`config.mk`:
```
export PLATFORM = sky130hd
export DESIGN_NAME = ps2_kbd_matrix
export DESIGN_NICKNAME = d
export VERILOG_FILES = /design/src/rtl/ps2_kbd_matrix_pkg.sv /design/src/rtl/ps2_kbd_matrix_map.sv /design/src/rtl/ps2_kbd_matrix.sv
export SDC_FILE = /design/constraint.sdc
export NUM_CORES = 1
export LEC_CHECK = 0
export ABC_AREA = 1
export BUFFER_PORTS_ARGS = -buffer_cell sky130_fd_sc_hd__buf_2
export CAP_MARGIN = 20
export CORE_ASPECT_RATIO = 0.9
export CORE_UTILIZATION = 25
export DETAILED_ROUTE_END_ITERATION = 16
export PLACE_DENSITY_LB_ADDON = 0.2
export SLEW_MARGIN = 20
export SYNTH_ARGS = -nofsm -noshare
export SYNTH_HDL_FRONTEND = slang
export SYNTH_SLANG_ARGS = --single-unit
```
`constraint.sdc`:
```
create_clock -name clk28 -period 2.5 [get_ports clk28]
set_clock_uncertainty 0.1 [all_clocks]
set_input_delay 0.125 -clock clk28 [delete_from_list [all_inputs] [get_ports clk28]]
set_output_delay 0.125 -clock clk28 [all_outputs]
set_load 0.005 [all_outputs]
```
`src/rtl/ps2_kbd_matrix_pkg.sv`:
```
// ps2_kbd_matrix_pkg: shared constants, receiver states and key-target record for the PS/2 keyboard front end.
package ps2_kbd_matrix_pkg;

    localparam logic [7:0] PS2_F0 = 8'hF0;
    localparam logic [7:0] PS2_E0 = 8'hE0;
    localparam logic [7:0] PS2_E1 = 8'hE1;
    localparam logic [7:0] PS2_AA = 8'hAA;

    localparam int ZX_ROWS = 8;
    localparam int ZX_COLS = 5;

    typedef enum logic [1:0] {IDLE, DATA, PARITY, STOP} rx_state_t;

    typedef struct packed {
        logic       valid;
        logic [2:0] row;
        logic [2:0] col;
        logic       valid2;
        logic [2:0] row2;
        logic [2:0] col2;
        logic       joy_valid;
        logic [2:0] joy_bit;
    } key_target_t;

    function automatic key_target_t zx_key(input logic [2:0] row, input logic [2:0] col);
        key_target_t t;
        t       = '0;
        t.valid = 1'b1;
        t.row   = row;
        t.col   = col;
        return t;
    endfunction

    function automatic key_target_t joy_key(input logic [2:0] b);
        key_target_t t;
        t           = '0;
        t.joy_valid = 1'b1;
        t.joy_bit   = b;
        return t;
    endfunction

endpackage

```
`src/rtl/ps2_kbd_matrix_map.sv`:
```
// ps2_scancode_map: combinational lookup from {ext, set-2 code} to ZX matrix / joystick targets.
module ps2_scancode_map
    import ps2_kbd_matrix_pkg::*;
(
    input  logic        ext,
    input  logic [7:0]  code,
    output key_target_t target
);

    always_comb begin
        target = '0;
        case ({ext, code})
            9'h012, 9'h059: target = zx_key(3'd0, 3'd0);
            9'h01A: target = zx_key(3'd0, 3'd1);
            9'h022: target = zx_key(3'd0, 3'd2);
            9'h021: target = zx_key(3'd0, 3'd3);
            9'h02A: target = zx_key(3'd0, 3'd4);
            9'h01C: target = zx_key(3'd1, 3'd0);
            9'h01B: target = zx_key(3'd1, 3'd1);
            9'h023: target = zx_key(3'd1, 3'd2);
            9'h02B: target = zx_key(3'd1, 3'd3);
            9'h034: target = zx_key(3'd1, 3'd4);
            9'h015: target = zx_key(3'd2, 3'd0);
            9'h01D: target = zx_key(3'd2, 3'd1);
            9'h024: target = zx_key(3'd2, 3'd2);
            9'h02D: target = zx_key(3'd2, 3'd3);
            9'h02C: target = zx_key(3'd2, 3'd4);
            9'h016: target = zx_key(3'd3, 3'd0);
            9'h01E: target = zx_key(3'd3, 3'd1);
            9'h026: target = zx_key(3'd3, 3'd2);
            9'h025: target = zx_key(3'd3, 3'd3);
            9'h02E: target = zx_key(3'd3, 3'd4);
            9'h045: target = zx_key(3'd4, 3'd0);
            9'h046: target = zx_key(3'd4, 3'd1);
            9'h03E: target = zx_key(3'd4, 3'd2);
            9'h03D: target = zx_key(3'd4, 3'd3);
            9'h036: target = zx_key(3'd4, 3'd4);
            9'h04D: target = zx_key(3'd5, 3'd0);
            9'h044: target = zx_key(3'd5, 3'd1);
            9'h043: target = zx_key(3'd5, 3'd2);
            9'h03C: target = zx_key(3'd5, 3'd3);
            9'h035: target = zx_key(3'd5, 3'd4);
            9'h05A: target = zx_key(3'd6, 3'd0);
            9'h04B: target = zx_key(3'd6, 3'd1);
            9'h042: target = zx_key(3'd6, 3'd2);
            9'h03B: target = zx_key(3'd6, 3'd3);
            9'h033: target = zx_key(3'd6, 3'd4);
            9'h029: target = zx_key(3'd7, 3'd0);
            9'h014: target = zx_key(3'd7, 3'd1);
            9'h03A: target = zx_key(3'd7, 3'd2);
            9'h031: target = zx_key(3'd7, 3'd3);
            9'h032: target = zx_key(3'd7, 3'd4);
            // Backspace is Caps Shift + 0
            9'h066: begin
                target        = zx_key(3'd0, 3'd0);
                target.valid2 = 1'b1;
                target.row2   = 3'd4;
                target.col2   = 3'd0;
            end
            9'h174: target = joy_key(3'd0);
            9'h16B: target = joy_key(3'd1);
            9'h172: target = joy_key(3'd2);
            9'h175: target = joy_key(3'd3);
            9'h114: target = joy_key(3'd4);
            default: target = '0;
        endcase
    end

endmodule

```
`src/rtl/ps2_kbd_matrix.sv`:
```
// ps2_kbd_matrix: PS/2 receiver and set-2 decoder feeding a ZX 8x5 key matrix, cursor joystick,
// magic button and Ctrl+Alt+Del reset request; kd answers half-row selects one clk28 later.
module ps2_kbd_matrix
    import ps2_kbd_matrix_pkg::*;
#(
    parameter int FILTER_LEN = 16,
    parameter int TIMEOUT    = 4095
) (
    input  logic       clk28,
    input  logic       rst_n,
    input  logic       ps2_clk,
    input  logic       ps2_dat,
    input  logic [7:0] addr_hi,
    output logic [4:0] kd,
    output logic [7:0] kempston_data,
    output logic       magic_button,
    output logic       reset_req
);

    localparam int FW = $clog2(FILTER_LEN + 1);
    localparam int TW = $clog2(TIMEOUT + 1);

    logic [1:0]    clk_sync, dat_sync, raw, filt;
    logic          fclk_q, fall, fdat;
    rx_state_t     state, state_nx;
    logic [TW-1:0] tmo;
    logic [7:0]    shift;
    logic [2:0]    bit_cnt, skip;
    logic          par, byte_valid;
    logic          rel, ext, lctrl, alt, del, combo_q;
    logic [ZX_ROWS-1:0][ZX_COLS-1:0] matrix;
    logic [ZX_COLS-1:0] sel;
    key_target_t   tgt;

    always_ff @(posedge clk28 or negedge rst_n) begin
        if (!rst_n) begin
            clk_sync <= 2'b11;
            dat_sync <= 2'b11;
            fclk_q   <= 1'b1;
        end else begin
            clk_sync <= {clk_sync[0], ps2_clk};
            dat_sync <= {dat_sync[0], ps2_dat};
            fclk_q   <= filt[0];
        end
    end

    assign raw = {dat_sync[1], clk_sync[1]};

    // a filtered level flips only after FILTER_LEN consecutive samples of the new level
    for (genvar i = 0; i < 2; i++) begin : g_filt
        logic          f;
        logic [FW-1:0] c;
        always_ff @(posedge clk28 or negedge rst_n) begin
            if (!rst_n) begin
                f <= 1'b1;
                c <= '0;
            end else if (raw[i] == f) begin
                c <= '0;
            end else if (c == FW'(FILTER_LEN - 1)) begin
                f <= raw[i];
                c <= '0;
            end else begin
                c <= c + 1'b1;
            end
        end
        assign filt[i] = f;
    end

    assign fall = fclk_q & ~filt[0];
    assign fdat = filt[1];

    always_ff @(posedge clk28 or negedge rst_n) begin
        if (!rst_n) state <= IDLE;
        else        state <= state_nx;
    end

    always_comb begin
        state_nx = state;
        if (fall) begin
            case (state)
                IDLE:    state_nx = fdat ? IDLE : DATA;
                DATA:    state_nx = (bit_cnt == 3'd7) ? PARITY : DATA;
                PARITY:  state_nx = STOP;
                default: state_nx = IDLE;
            endcase
        end else if (tmo == '0 && state != IDLE) begin
            state_nx = IDLE;
        end
    end

    always_comb byte_valid = (state == STOP) && fall && fdat && ^{par, shift};

    always_ff @(posedge clk28 or negedge rst_n) begin
        if (!rst_n) begin
            tmo     <= TW'(TIMEOUT);
            shift   <= '0;
            bit_cnt <= '0;
            par     <= 1'b0;
        end else begin
            tmo <= fall ? TW'(TIMEOUT) : tmo - TW'(tmo != '0);
            if (state == IDLE) bit_cnt <= '0;
            if (fall && state == DATA) begin
                shift   <= {fdat, shift[7:1]};
                bit_cnt <= bit_cnt + 3'd1;
            end
            if (fall && state == PARITY) par <= fdat;
        end
    end

    ps2_scancode_map u_map (
        .ext    (ext),
        .code   (shift),
        .target (tgt)
    );

    always_ff @(posedge clk28 or negedge rst_n) begin
        if (!rst_n) begin
            matrix        <= '0;
            kempston_data <= '0;
            magic_button  <= 1'b0;
            rel           <= 1'b0;
            ext           <= 1'b0;
            skip          <= '0;
            lctrl         <= 1'b0;
            alt           <= 1'b0;
            del           <= 1'b0;
        end else if (byte_valid) begin
            if (skip != '0) begin
                skip <= skip - 3'd1;
            end else if (shift == PS2_F0) begin
                rel <= 1'b1;
            end else if (shift == PS2_E0) begin
                ext <= 1'b1;
            end else if (shift == PS2_E1) begin
                skip <= 3'd7;
            end else if (shift == 8'h00 || shift == 8'hFF) begin
                matrix        <= '0;
                kempston_data <= '0;
                magic_button  <= 1'b0;
                rel           <= 1'b0;
                ext           <= 1'b0;
            end else if (shift != PS2_AA) begin
                if (tgt.valid)     matrix[tgt.row][tgt.col]   <= ~rel;
                if (tgt.valid2)    matrix[tgt.row2][tgt.col2] <= ~rel;
                if (tgt.joy_valid) kempston_data[tgt.joy_bit] <= ~rel;
                if (!ext && shift == 8'h07) magic_button <= ~rel;
                if (!ext && shift == 8'h14) lctrl <= ~rel;
                if (shift == 8'h11)         alt   <= ~rel;
                if (ext && shift == 8'h71)  del   <= ~rel;
                rel <= 1'b0;
                ext <= 1'b0;
            end
        end
    end

    // pulse on the rising edge of the three-key combination
    always_ff @(posedge clk28 or negedge rst_n) begin
        if (!rst_n) begin
            combo_q   <= 1'b0;
            reset_req <= 1'b0;
        end else begin
            combo_q   <= lctrl & alt & del;
            reset_req <= lctrl & alt & del & ~combo_q;
        end
    end

    always_comb begin
        sel = '0;
        for (int r = 0; r < ZX_ROWS; r++) sel = sel | ({ZX_COLS{~addr_hi[r]}} & matrix[r]);
    end

    always_ff @(posedge clk28 or negedge rst_n) begin
        if (!rst_n) kd <= 5'h1F;
        else        kd <= ~sel;
    end

endmodule

```
# Yosys cells after proc, flatten, opt, wreduce, memory -nomap -nowiden
# Index checks and enable logic that the tools add are counted.
# W data, S select, Z words.
dict set report word_totals {
  elab_cells 249
  out_inout_bits 15
  regBits 107
  input_bits 12
}
dict set report op_classes {
  magnitude_cmp 10
  eq_ne 69
  add_sub_neg 5
  bitwise 38
  n_mux 53
  reduce_logical 43
}
# op count
set op_table {}
lappend op_table {{$pmux W18 S46} 1}
lappend op_table {{$mux W40} 11}
lappend op_table {{$eq A9 B6 Y1 const B} 23}
lappend op_table {{$eq A9 B7 Y1 const B} 10}
lappend op_table {{$eq A9 B5 Y1 const B} 9}
lappend op_table {{$bwmux W40} 2}
lappend op_table {{$eq A9 B9 Y1 const B} 5}
lappend op_table {{$and A5 B5 Y5} 8}
lappend op_table {{$or A5 B5 Y5} 7}
lappend op_table {{$eq A8 B8 Y1 const B} 4}
lappend op_table {{$demux W5 S3} 2}
lappend op_table {{$mux W5} 6}
lappend op_table {{$mux W8} 3}
lappend op_table {{$reduce_and A8 Y1} 3}
lappend op_table {{$lt A3 B4 Y1 const B} 5}
lappend op_table {{$mux W3} 6}
lappend op_table {{$not A1 Y1} 18}
lappend op_table {{$eq A8 B5 Y1 const B} 2}
lappend op_table {{$ge A3 B1 Y1 const B} 5}
lappend op_table {{$logic_and A1 B1 Y1} 14}
lappend op_table {{$reduce_and A7 Y1} 2}
lappend op_table {{$reduce_bool A2 Y1} 7}
lappend op_table {{$mux W1} 13}
lappend op_table {{$logic_not A12 Y1} 1}
lappend op_table {{other kinds (32)} 51}

# Longest topological paths before layout
# Gate-level depths: netlist of run 1.
dict set report logic_depth {
  ltp_word 22
  mapped_depth 18
}

# Hierarchy
# A second synthesis of run 1 with hierarchy kept.
dict set report unflattened {
  hier_cells 1076
  area_unflattened_um2 7348.3
}
# module cells_each n_inst area_per_inst_um2 seq_area_each_um2
set modules_own_cells {}
lappend modules_own_cells {ps2_kbd_matrix 896 1 6493.7 2707.6}
lappend modules_own_cells {ps2_scancode_map 180 1 854.6 0.0}

# Least setup slack after synthesis of run 1
# OpenSTA, ideal clock, no wires.
dict set report synth_path {
  kind {register to register}
  from {register shift[6]}
  to {register matrix[5] (netlist name)}
  stages_incl_launch_ff 17
  slack_ps 210
  synth_period_minus_slack_ps 2290
  path_buffers 0
  setup_ps 117
  t_arrival_ps 2074
  cell_sequence {dfrtp_1 inv_1 ha_1 nand2_1 nor2_4 nand2_1 nand2_1 nor2_2 inv_2 nor2_2 nand2_1 nor2_1 nand2_1 nor2_1 o21ai_1 nand2_1 nand2_1}
}
dict set report synth_via {
  elab_chain_cells 22
  elab_cells_between_ends 91
  classes_between {6 x order compare; 52 x eq/ne; 20 x mux; 3 x bitwise; 10 x reduce/logical}
}
# item line_no
set synth_lines {}
lappend synth_lines {{start, declared} ps2_kbd_matrix.sv:27} ;# logic [7:0] shift;
lappend synth_lines {{start signal, assigned} ps2_kbd_matrix.sv:103} ;# shift <= {fdat, shift[7:1]};
lappend synth_lines {{$eq A9 B5 Y1 or $eq A9 B7 Y1 (tied branches)} ps2_kbd_matrix_map.sv:12} ;# case ({ext, code})
lappend synth_lines {{$reduce_or A2 Y1} ps2_kbd_matrix_map.sv:12}
lappend synth_lines {{$pmux W18 S46} ps2_kbd_matrix_map.sv:12}
lappend synth_lines {{$lt A3 B4 Y1 (implied by the code) or $ge A3 B1 Y1 (tied branches)} ps2_kbd_matrix.sv:143} ;# if (tgt.valid) matrix[tgt.row][tgt.col] <= ~rel;
lappend synth_lines {{$logic_and A1 B1 Y1 (implied by the code)} ps2_kbd_matrix.sv:143}
lappend synth_lines {{$mux W1 (implied by the code)} ps2_kbd_matrix.sv:143}
lappend synth_lines {{$demux W1 S3} ps2_kbd_matrix.sv:143}
lappend synth_lines {{$mux W5 (implied by the code)} ps2_kbd_matrix.sv:143}
lappend synth_lines {{[6 not listed]} n/a}
lappend synth_lines {{$mux W40} ps2_kbd_matrix.sv:132} ;# end else if (shift == PS2_E0) begin
lappend synth_lines {{$mux W40} ps2_kbd_matrix.sv:130} ;# end else if (shift == PS2_F0) begin
lappend synth_lines {{$mux W40} ps2_kbd_matrix.sv:128} ;# if (skip != '0) begin
lappend synth_lines {{$mux W40} ps2_kbd_matrix.sv:127} ;# end else if (byte_valid) begin
lappend synth_lines {{$bwmux W40} ps2_kbd_matrix.sv:144} ;# if (tgt.valid2) matrix[tgt.row2][tgt.col2] <= ~rel;
lappend synth_lines {{$mux W40} ps2_kbd_matrix.sv:144}
lappend synth_lines {{$mux W40} ps2_kbd_matrix.sv:142} ;# end else if (shift != PS2_AA) begin
lappend synth_lines {{$mux W40} ps2_kbd_matrix.sv:136} ;# end else if (shift == 8'h00 || shift == 8'hFF) begin
lappend synth_lines {{end signal, assigned by index} ps2_kbd_matrix.sv:143}
lappend synth_lines {{end signal, assigned by index} ps2_kbd_matrix.sv:144}
lappend synth_lines {{end, declared} ps2_kbd_matrix.sv:31} ;# logic [ZX_ROWS-1:0][ZX_COLS-1:0] matrix;
# Several ways; a longest one is shown, not always the timed one. The select of a mux whose other input is x is not followed.
# A chain may end at the register's enable or synchronous reset.

# Worst setup path after layout of run 1
dict set report layout_path {
  from {register shift[6]}
  to {register matrix[39] (netlist name)}
}
# The elaborated chain is that of the path after synthesis.

==> flow_results.org, run 1 <==
** Run status
- Result of the run :: completed

** Synth
- Most used standard cells in the synthesized netlist :: 308 x nand2_1, 103 x inv_1, 83 x dfrtp_1
- Top area cells in the synthesized netlist :: dfrtp_1 32%, nand2_1 18%, dfstp_2 9.8%
- Synthesis produced 894 cells.
- Post-Synthesis Cell Area :: 6420 um2
- Number of enable flip-flop cells after synthesis :: 0
- Sequential area share after synthesis :: 42.2%
- Among all cell types in the netlist, the one instantiated most often is nand2_1.
- The synthesized netlist contains 44 unique library cells.
- Averaged over all synthesized cells, the footprint is 7.18 um2.
- Area share of the leading cell type in the synthesized netlist :: 32.4%
- Synth Warn # :: 0
- The synthesized design spends more area on one cell type than any other, namely dfrtp_1.
- The most used flip-flop cell after synthesis is dfrtp_1.
- After synthesis the netlist holds a flip-flop and latch count of 107.
- When the netlist entered floorplanning its net count stood at 930.
- Of all flip-flops after synthesis, the portion carrying an async set or reset was 100%.

** Power and ir drop
- Of the total power, combinational logic draws 8.8%.
- Power spent charging and discharging nets :: 0.00108 W
- Maximum VDD drop :: 336 uV
- Summed over all cells, the static leakage comes to 4.32 nW.
- Net switching is 28.0% of the power.
- Power comes to 0.00384 W.
- Sequential share of power :: 51.8%
- The clock network is responsible for 39.3% of the overall power.
- Dividing total power by cell area gives a power density of 420 nW/um2.
- The internal power of the cells totals 0.00276 W.

** Critical path
- The worst setup path is of the flip-flop to flip-flop kind.
- Traced cell by cell, the critical path runs through inv_2 > ha_4 > buf_6 > nand2_4 > nor2_4 > nand2_2 > inv_2 > nor2_4 > buf_6 > nand2_4 > nor2_4 > buf_6 > buf_6 > o21ai_4 > buf_12 > nand2_4 > nor2_4 > o21ai_1 > nand2_1 > nand2_1.
- CP Data Arrival Time :: 2610 ps
- Cells on worst reg2reg path :: 20
- The worst register-to-register path ends at matrix[39]$_DFFE_PN0P_.
- Data on the critical path is required at its endpoint by 2650 ps.
- Worst Path Buf+Inv :: 7
- Family with the most delay on the worst path :: buffers and inverters
- Largest fanout of any net on the critical path :: 5
- Worst R2R Setup Slack :: 30 ps
- STA classifies the critical path startpoint as a flip-flop.
- In this design, the stage delay of the slowest critical-path cell is 410 ps.
- RR Startpoint :: shift[6]$_DFFE_PN0P_
- The slowest stage of the critical path is the dfrtp_1 cell.
- Nature of the critical path endpoint :: flip-flop

** Timing
- Min cycle time layout :: 2470 ps
- Final worst slack :: 35.0 ps
- At the pin with the least slew margin, the transition time is 598 ps.
- For this run, the top clock speed supported by timing is 0.406 GHz.
- The final-report max-slew violation count was 0.
- Measured against its own limit, the worst slew margin works out to 60.0%.
- Final hold analysis gives a worst-case slack of 3.39 ps.
- The hold violation count in the final report was 0.
- The final critical path takes up 98.6% of the cycle.
- Setup repair after global routing could not meet its margin everywhere.
- Number of endpoints failing setup at the final stage :: 0

** Global route
- For this run, the total global-route usage over all layers was measured as 14.9%.
- For this run, global-route usage on met3 was measured as 2.47%.
- The first global-routing pass estimated 31,200 um of wire.
- GR Overflow Total :: 0
- Maximum number of pins on one net before global-route repair :: 51
- For met2 alone, demand over resource in global routing was 22.3%.
- The via count of the first global-routing pass was 6,111.
- Global routing usage on met1 :: 22.0%
- The initial antenna violation count is 1.
- Most utilized layer in the global route result :: met2

** CTS
- TritonCTS clock tree :: built
- The clock tree synthesis step divided the H-tree into 3 levels.
- In this run the deepest clock path goes through 2 buffers.
- The clock reaches the later pin of the worst-skew pair after 370 ps.
- Clock-pin transition on the worst setup and hold timing paths :: 90 ps
- The tree built by TritonCTS fans out to 107 sinks.
- Root buf cell :: clkbuf_16
- Number of clock buffers inserted by TritonCTS :: 9

** Die
- The die covers 26,300 um2.
- Vertical die dimension :: 154 um
- After floorplanning, the core was divided into 55 placement rows.
- Effective utilization at floorplan :: 25.5%
- Floorplan core area :: 25,200 um2
- Chip Width :: 171 um
- For this design the top-level I/O count stands at 27.

** Cells and area
- Total non-filler cell area in the finished layout :: 9140 um2
- Final net count :: 1,079
- Signed area change from the synthesized netlist to the final layout :: 42.4%
- In the final layout, the share of cells above drive strength 1 is 35.6%.
- # diodes :: 0

** Hold path
- In this run the worst hold path is classified as primary input to flip-flop.
- For hold timing, the worst endpoint is kd[3]$_DFF_PN1_.
- In this run the most critical hold path is launched from addr_hi[7].
- Hold path depth :: 3

** Route
- After detailed routing, the total wire length is 18,700 um.
- Dividing the detail-routed via count by the number of cells gives 4.40.
- The pre-antenna-repair detailed-routing pass consisted of 5 iterations.
- Via Count :: 6,121
- Initial drt markers :: 322
- The detail route stage leaves a number of antenna-violating nets equal to 0.
- Number of remaining DRC errors :: 0
- Post-DR wirelength/cell :: 13.5 um

** Place
- Final HPWL DP :: 13,500 um
- Worst setup slack before clock tree synthesis :: -169 ps
- Number of buffers inserted by port buffering :: 26
- Final weighted congestion in routability-driven placement :: 0.902
- Once placement finished, the instance area stood at 7820 um2.

** Run
- Count of max-cap constraint violations :: 0
==> worst register-to-register path, delay by kind of cell (launching register included) <==
kind | cells | cell delay [ps]
DFF | 1 | 410
and+or+nand+nor | 10 | 730
AOI/OAI and AO/OA | 2 | 180
buffers and inverters | 7 | 790
adders and majority gates | 1 | 160
==> how the worst max path moves through the flow <==
stage	from	endpoint	slack, ps	cells after the start
after floorplan	shift[6]$_DFFE_PN0P_	matrix[5]$_DFFE_PN0P_	210	16
after CTS	shift[0]$_DFFE_PN0P_	matrix[6]$_DFFE_PN0P_	-40	16
after global placement	shift[6]$_DFFE_PN0P_	matrix[6]$_DFFE_PN0P_	-130	18
final	shift[6]$_DFFE_PN0P_	matrix[39]$_DFFE_PN0P_	30	20
after global routing	shift[4]$_DFFE_PN0P_	matrix[33]$_DFFE_PN0P_	-150	16
after detailed placement	shift[6]$_DFFE_PN0P_	matrix[6]$_DFFE_PN0P_	-170	18
==> sequential cells by signal, indices dropped and copies added (netlist names), 2 cells and up <==
| name | count |
|---|---|
| matrix | 40 |
| kd | 5 |
| g_filt.c | 10 |
| tmo | 12 |
| skip | 3 |
| kempston_data | 8 |
| dat_sync | 2 |
| clk_sync | 2 |
| state | 2 |
| shift | 8 |
| bit_cnt | 3 |
==> repair_timing <==
action,in CTS,in global routing
setup endpoints to repair,50,57
pin swaps,9,55
hold endpoints to repair,32,0
hold buffers,3,0
buffers inserted,0,13
resized for setup,43,186
gates cloned,2,2
==> per-layer routing <==
layer | part of all wire, % | up-vias
met4 | 1.2 | 0
met5 | 0 | -
met1 | 52 | 2846
li1 | - | 3174
met2 | 44 | 87
met3 | 3.2 | 14
==> area by class of cell <==
| cell class | instances | area (um2) |
|---|---|---|
| clock inverters | 7 | 91.3 |
| clock buffers | 9 | 225 |
| inverters | 112 | 453 |
| fillers | 2734 | 16100 |
| repair buffers | 153 | 1320 |
| multi-input cells | 660 | 3910 |
| flip-flops and latches | 107 | 2710 |
| well taps | 342 | 428 |
==> kinds of logic (layout without fill, tap and decap cells) <==
kind of cell / after synthesis / count (layout) / synth area share, %
AOI/OAI and AO/OA: 111 / 111 / 9.65
muxes: 1 / 1 / 0.175
buffers and inverters: 129 / 281 / 7.80
DFF: 107 / 107 / 42.2
and+or+nand+nor: 513 / 515 / 34.3
adders and majority gates: 24 / 24 / 4.68
xor gates and xnor gates: 9 / 9 / 1.23
==> power groups by stage <==
| stage | Sequential (W) | Combinational, W | Clock [W] |
|---|---|---|---|
| after floorplan | 0.00200 | 0.000242 | 0 |
| final | 0.00199 | 0.000339 | 0.00151 |
| after global placement | 0.00202 | 0.000338 | 0 |
| after CTS | 0.00199 | 0.000347 | 0.00157 |
| after detailed placement | 0.00202 | 0.000342 | 0 |
| after global routing | 0.00202 | 0.000410 | 0.00162 |
==> layout by cell type, fill, tap and decap left out, types with 19 or more instances in the layout <==
cell,Yosys,routed
dfstp_2,24,24
dfrtp_1,83,78
o21ai_1,33,33
nand3_1,69,54
nand2_2,2,46
buf_2,4,25
o21ai_0,43,38
nor2_4,6,25
inv_1,103,83
nor2_2,8,19
buf_4,1,96
nor2_1,79,51
nand2_1,308,252
==> stage by stage <==
step                      setup TNS (ps)  util [%]  cells
after floorplan                        0         -    894
after global routing               -2790      36.3   1390
after detailed placement           -3350      31.0   1354
after CTS                          -75.1      33.1   1375
after global placement             -2620      31.0   1354
final                                  0      36.3   1390
(Power assumes the default switching activity.)
==> inputs of run 2 (changes only) <==
--- a/config.mk
+++ b/config.mk
@@ -9,9 +9,11 @@
 export BUFFER_PORTS_ARGS = -buffer_cell sky130_fd_sc_hd__buf_2
 export CAP_MARGIN = 20
 export CORE_ASPECT_RATIO = 0.9
+export CORE_MARGIN = 4
 export CORE_UTILIZATION = 25
 export DETAILED_ROUTE_END_ITERATION = 16
 export PLACE_DENSITY_LB_ADDON = 0.2
+export SETUP_SLACK_MARGIN = 0.4
 export SLEW_MARGIN = 20
 export SYNTH_ARGS = -nofsm -noshare
 export SYNTH_HDL_FRONTEND = slang
==> flow_results.org, run 2 (synthesis results as in run 1) <==
** Cells and area
- Register with the most flip-flops :: matrix
- The count of inserted antenna diode cells came to 0 (unchanged).
- The final-layout fill cell count was 2,575 (-5.8%).
- Leaving out fill and tap cells, the most frequent cells in the layout are 226 x nand2_1, 84 x buf_4, 77 x dfrtp_1.
- Signed area change from the synthesized netlist to the final layout :: 50.8%
- In the final layout, the registers with the most flip-flops are matrix: 40 flops, tmo: 12 flops, g_filt.c: 10 flops.
- The final-stage net count was 1,076 (-0.28%).
- Commonest non-fill, non-tap cell in the layout :: nand2_1
- Fraction of final layout cells sized beyond drive strength 1 :: 43.8% (+8.2 points)
- The number of flip-flops in the largest register came to 40 (unchanged).
- Total non-filler cell area in the finished layout :: 9670 um2 (+5.9%)
- Post-route non-filler standard cell count :: 1,387 (-0.22%)

** Global route
- The initial antenna violation count was 0 (-1).
- The global-route usage over all layers is 14.3% (-0.63 points).
- GR Overflow Total :: 0 (unchanged)
- Maximum number of pins on one net before global-route repair :: 39 (-24%)
- Wire length of the first global-routing pass :: 32,800 um (+5.0%)
- The via count of the first global-routing pass is 6,081 (-0.49%).

** Route
- Via Count :: 6,353 (+3.8%)
- Average via count per standard cell :: 4.58 (+4.0%)
- Antenna Nets Post-Route :: 0 (unchanged)
- The detailed-route DRC error count was 0 (unchanged).
- The length of the first detailed-routing pass in iterations came to 5 (unchanged).
- The starting DRC count in detailed routing came to 448 (+39%).
- Post-DR wirelength/cell :: 14.5 um (+7.8%)
- The routed wire length was 20,200 um (+7.6%).

** Die
- Io pins :: 27 (unchanged)
- Floorplan core area :: 25,200 um2 (unchanged)
- Vertical die dimension :: 160 um (+3.9%)
- Effective utilization at floorplan :: 25.5% (unchanged)
- Chip Width :: 177 um (+3.5%)
- The area of the die came to 28,300 um2 (+7.5%).
- The site row count was 55 (unchanged).

** CTS
- Clock-pin transition on the worst setup and hold timing paths :: 80 ps (about the same)
- H-tree depth reported by CTS :: 3 (unchanged)
- The buffer levels on the longest clock path is 2 (unchanged).
- The clock latency at the later pin of the worst-skew pair is 360 ps (about the same).
- The number of clock sinks was 107 (unchanged).
- Root buf cell :: clkbuf_16
- Number of clock buffers inserted by TritonCTS :: 9 (unchanged)
- TritonCTS built the clock tree.

** Run status
- The run finished with clean final reports.

** Critical path
- Maximum cell stage delay along the critical path :: 390 ps (-20 ps)
- Series of cell instances along the critical path :: inv_2 > ha_4 > nand2_4 > nor2_4 > nand2_2 > nand2_2 > nor2_4 > nand2_2 > nor2_4 > nand2_1 > inv_1 > nand2_2 > inv_2 > nor2_4 > nand2_8 > buf_12 > or2_0 > nand2_1
- CP Data Arrival Time :: 2700 ps (+90 ps)
- Worst Path Buf+Inv :: 4 (-3)
- On the critical path the largest part of the delay comes from simple AND/OR/NAND/NOR gates.
- Required time at the endpoint of the critical path :: 2700 ps (+50 ps)
- The worst setup path is launched from a flip-flop.
- Slowest cell on crit path :: dfrtp_1
- Largest fanout of any net on the critical path :: 5 (unchanged)
- The worst setup path is of the flip-flop to flip-flop kind.
- STA classifies the critical path endpoint as a flip-flop.

** Place
- The total half-perimeter wirelength after legalization and detailed placement was 13,900 um (+2.5%).
- Worst setup slack before clock tree synthesis :: -41.8 ps (+127 ps)
- The placed cell area was 7670 um2 (-1.8%).
- The count of input and output buffers is 26 (unchanged).
- The final weighted congestion in routability-driven placement is 0.912 (+1.1%).
- The post-placement cell count came to 1,307 (-3.5%).

** Power and ir drop
- The register share of total power came to 50.6% (-1.2 points).
- The static power due to leakage was 4.53 nW (+5.0%).
- The areal power density over the cells is 406 nW/um2 (-3.4%).
- The switching portion of total power was 28.6% (+0.51 points).
- Power spent charging and discharging nets :: 0.00112 W (+4.1%)
- The largest voltage drop on the vdd net came to 396 uV (+18%).
- The portion of total power attributed to combinational logic is 11.3% (+2.5 points).
- Clock network fraction of design power :: 38.1% (-1.2 points)
- The overall power came to 0.00393 W (+2.2%).
- The internal power came to 0.00281 W (+1.5%).

** Timing
- Post-Route Hold Slack :: 87.4 ps (+84.0 ps)
- The slew at the pin with the worst max-slew slack was 505 ps (-93.1 ps).
- The time the final worst path needs with I/O delays and setup is 2490 ps (+26.6 ps).
- Slew Limit Headroom :: 66.0% (+6.0 points)
- The worst path setup slack after routing is 8.43 ps (-26.6 ps).
- Setup repair after global routing could not meet its margin everywhere.
- Timing-limited maximum frequency :: 0.401 GHz (-1.1%)
- Period utilization :: 99.7% (+1.1 points)
- The final-report setup violation count is 0 (unchanged).
- Count of final max-slew check failures :: 0 (unchanged)
- The hold violation count in the final report is 0 (unchanged).

** Run
- The max-capacitance violation count was 0 (unchanged).

** Hold path
- The tightest min-delay check is of the primary input to flip-flop type.
[run 2: changes by cell type in the layout (fill, tap and decap cells not counted), sizes merged]
| cell | change |
|---|---|
| clkinv | -1 |
| clkinvlp | -1 |
| inv | +2 |
| clkbuf | -2 |
| nor2 | -1 |
[run 2: cell type report]
| type | count | area [um2] | share of cell area [%] |
|---|---|---|---|
| clock inverters | 7 | 77.6 | 0.802 |
| multi-input cells | 659 | 4390 | 45.3 |
| clock buffers | 9 | 225 | 2.33 |
| well taps | 342 | 428 | 4.42 |
| inverters | 112 | 480 | 4.97 |
| repair buffers | 151 | 1360 | 14.1 |
| flip-flops and latches | 107 | 2720 | 28.1 |
[run 2: repair_timing]
item / 4_1_cts / 5_1_grt
hold buffers: 3 / 0
pin swaps: 61 / 79
resized for setup: 158 / 160
gates cloned: 2 / 0
setup endpoints to repair: 57 / 70
endpoints found under the hold margin: 52 / 0
buffers inserted: 35 / 24
[run 2: final timing paths]
check                                      startpoint                      to  slack [ps]  depth (start not counted)
worst max register to register   shift[7]$_DFFE_PN0P_  matrix[33]$_DFFE_PN0P_           8                         18
worst min-delay path                       addr_hi[6]         kd[3]$_DFF_PN1_          90                          3
max in group asynchronous                       rst_n        fclk_q$_DFF_PN1_        1440                          3
worst max-delay path             shift[7]$_DFFE_PN0P_  matrix[33]$_DFFE_PN0P_           8                         18
worst min register to register  clk_sync[0]$_DFF_PN1_   clk_sync[1]$_DFF_PN1_         260                          0
min in group asynchronous                       rst_n  matrix[37]$_DFFE_PN0P_         130                          2
[run 2: routing by layer]
| metal | global-route usage (%) | routed length [um] | vias to the layer above |
|---|---|---|---|
| met5 | 0 | 0 | - |
| met4 | 2.95 | 248 | 0 |
| met3 | 2.72 | 968 | 16 |
| met2 | 21.2 | 8790 | 155 |
| met1 | 21.7 | 10200 | 3004 |
| li1 | - | - | 3178 |
[run 2: worst min-delay path, cell delays in order]
cell and delay (ps):
buf_2 100, inv_1 190, a221oi_1 130
[run 2: per-stage QoR]
step | setup TNS (ps) | utilization, %
detailed placement | -190 | 30.5
finish | 0 | 38.4
global placement | -744 | 30.5
CTS | 0 | 35.4
floorplan | 0 | -
global route | -2950 | 38.4
[run 2: power by group through the flow]
stage / clock network, W / logic (W) / registers (W)
detailed placement: 0 / 0.000347 / 0.00202
finish: 0.00149 / 0.000446 / 0.00199
global route: 0.00163 / 0.000519 / 0.00200
CTS: 0.00157 / 0.000353 / 0.00199
global placement: 0 / 0.000344 / 0.00202
floorplan: 0 / 0.000242 / 0.00200
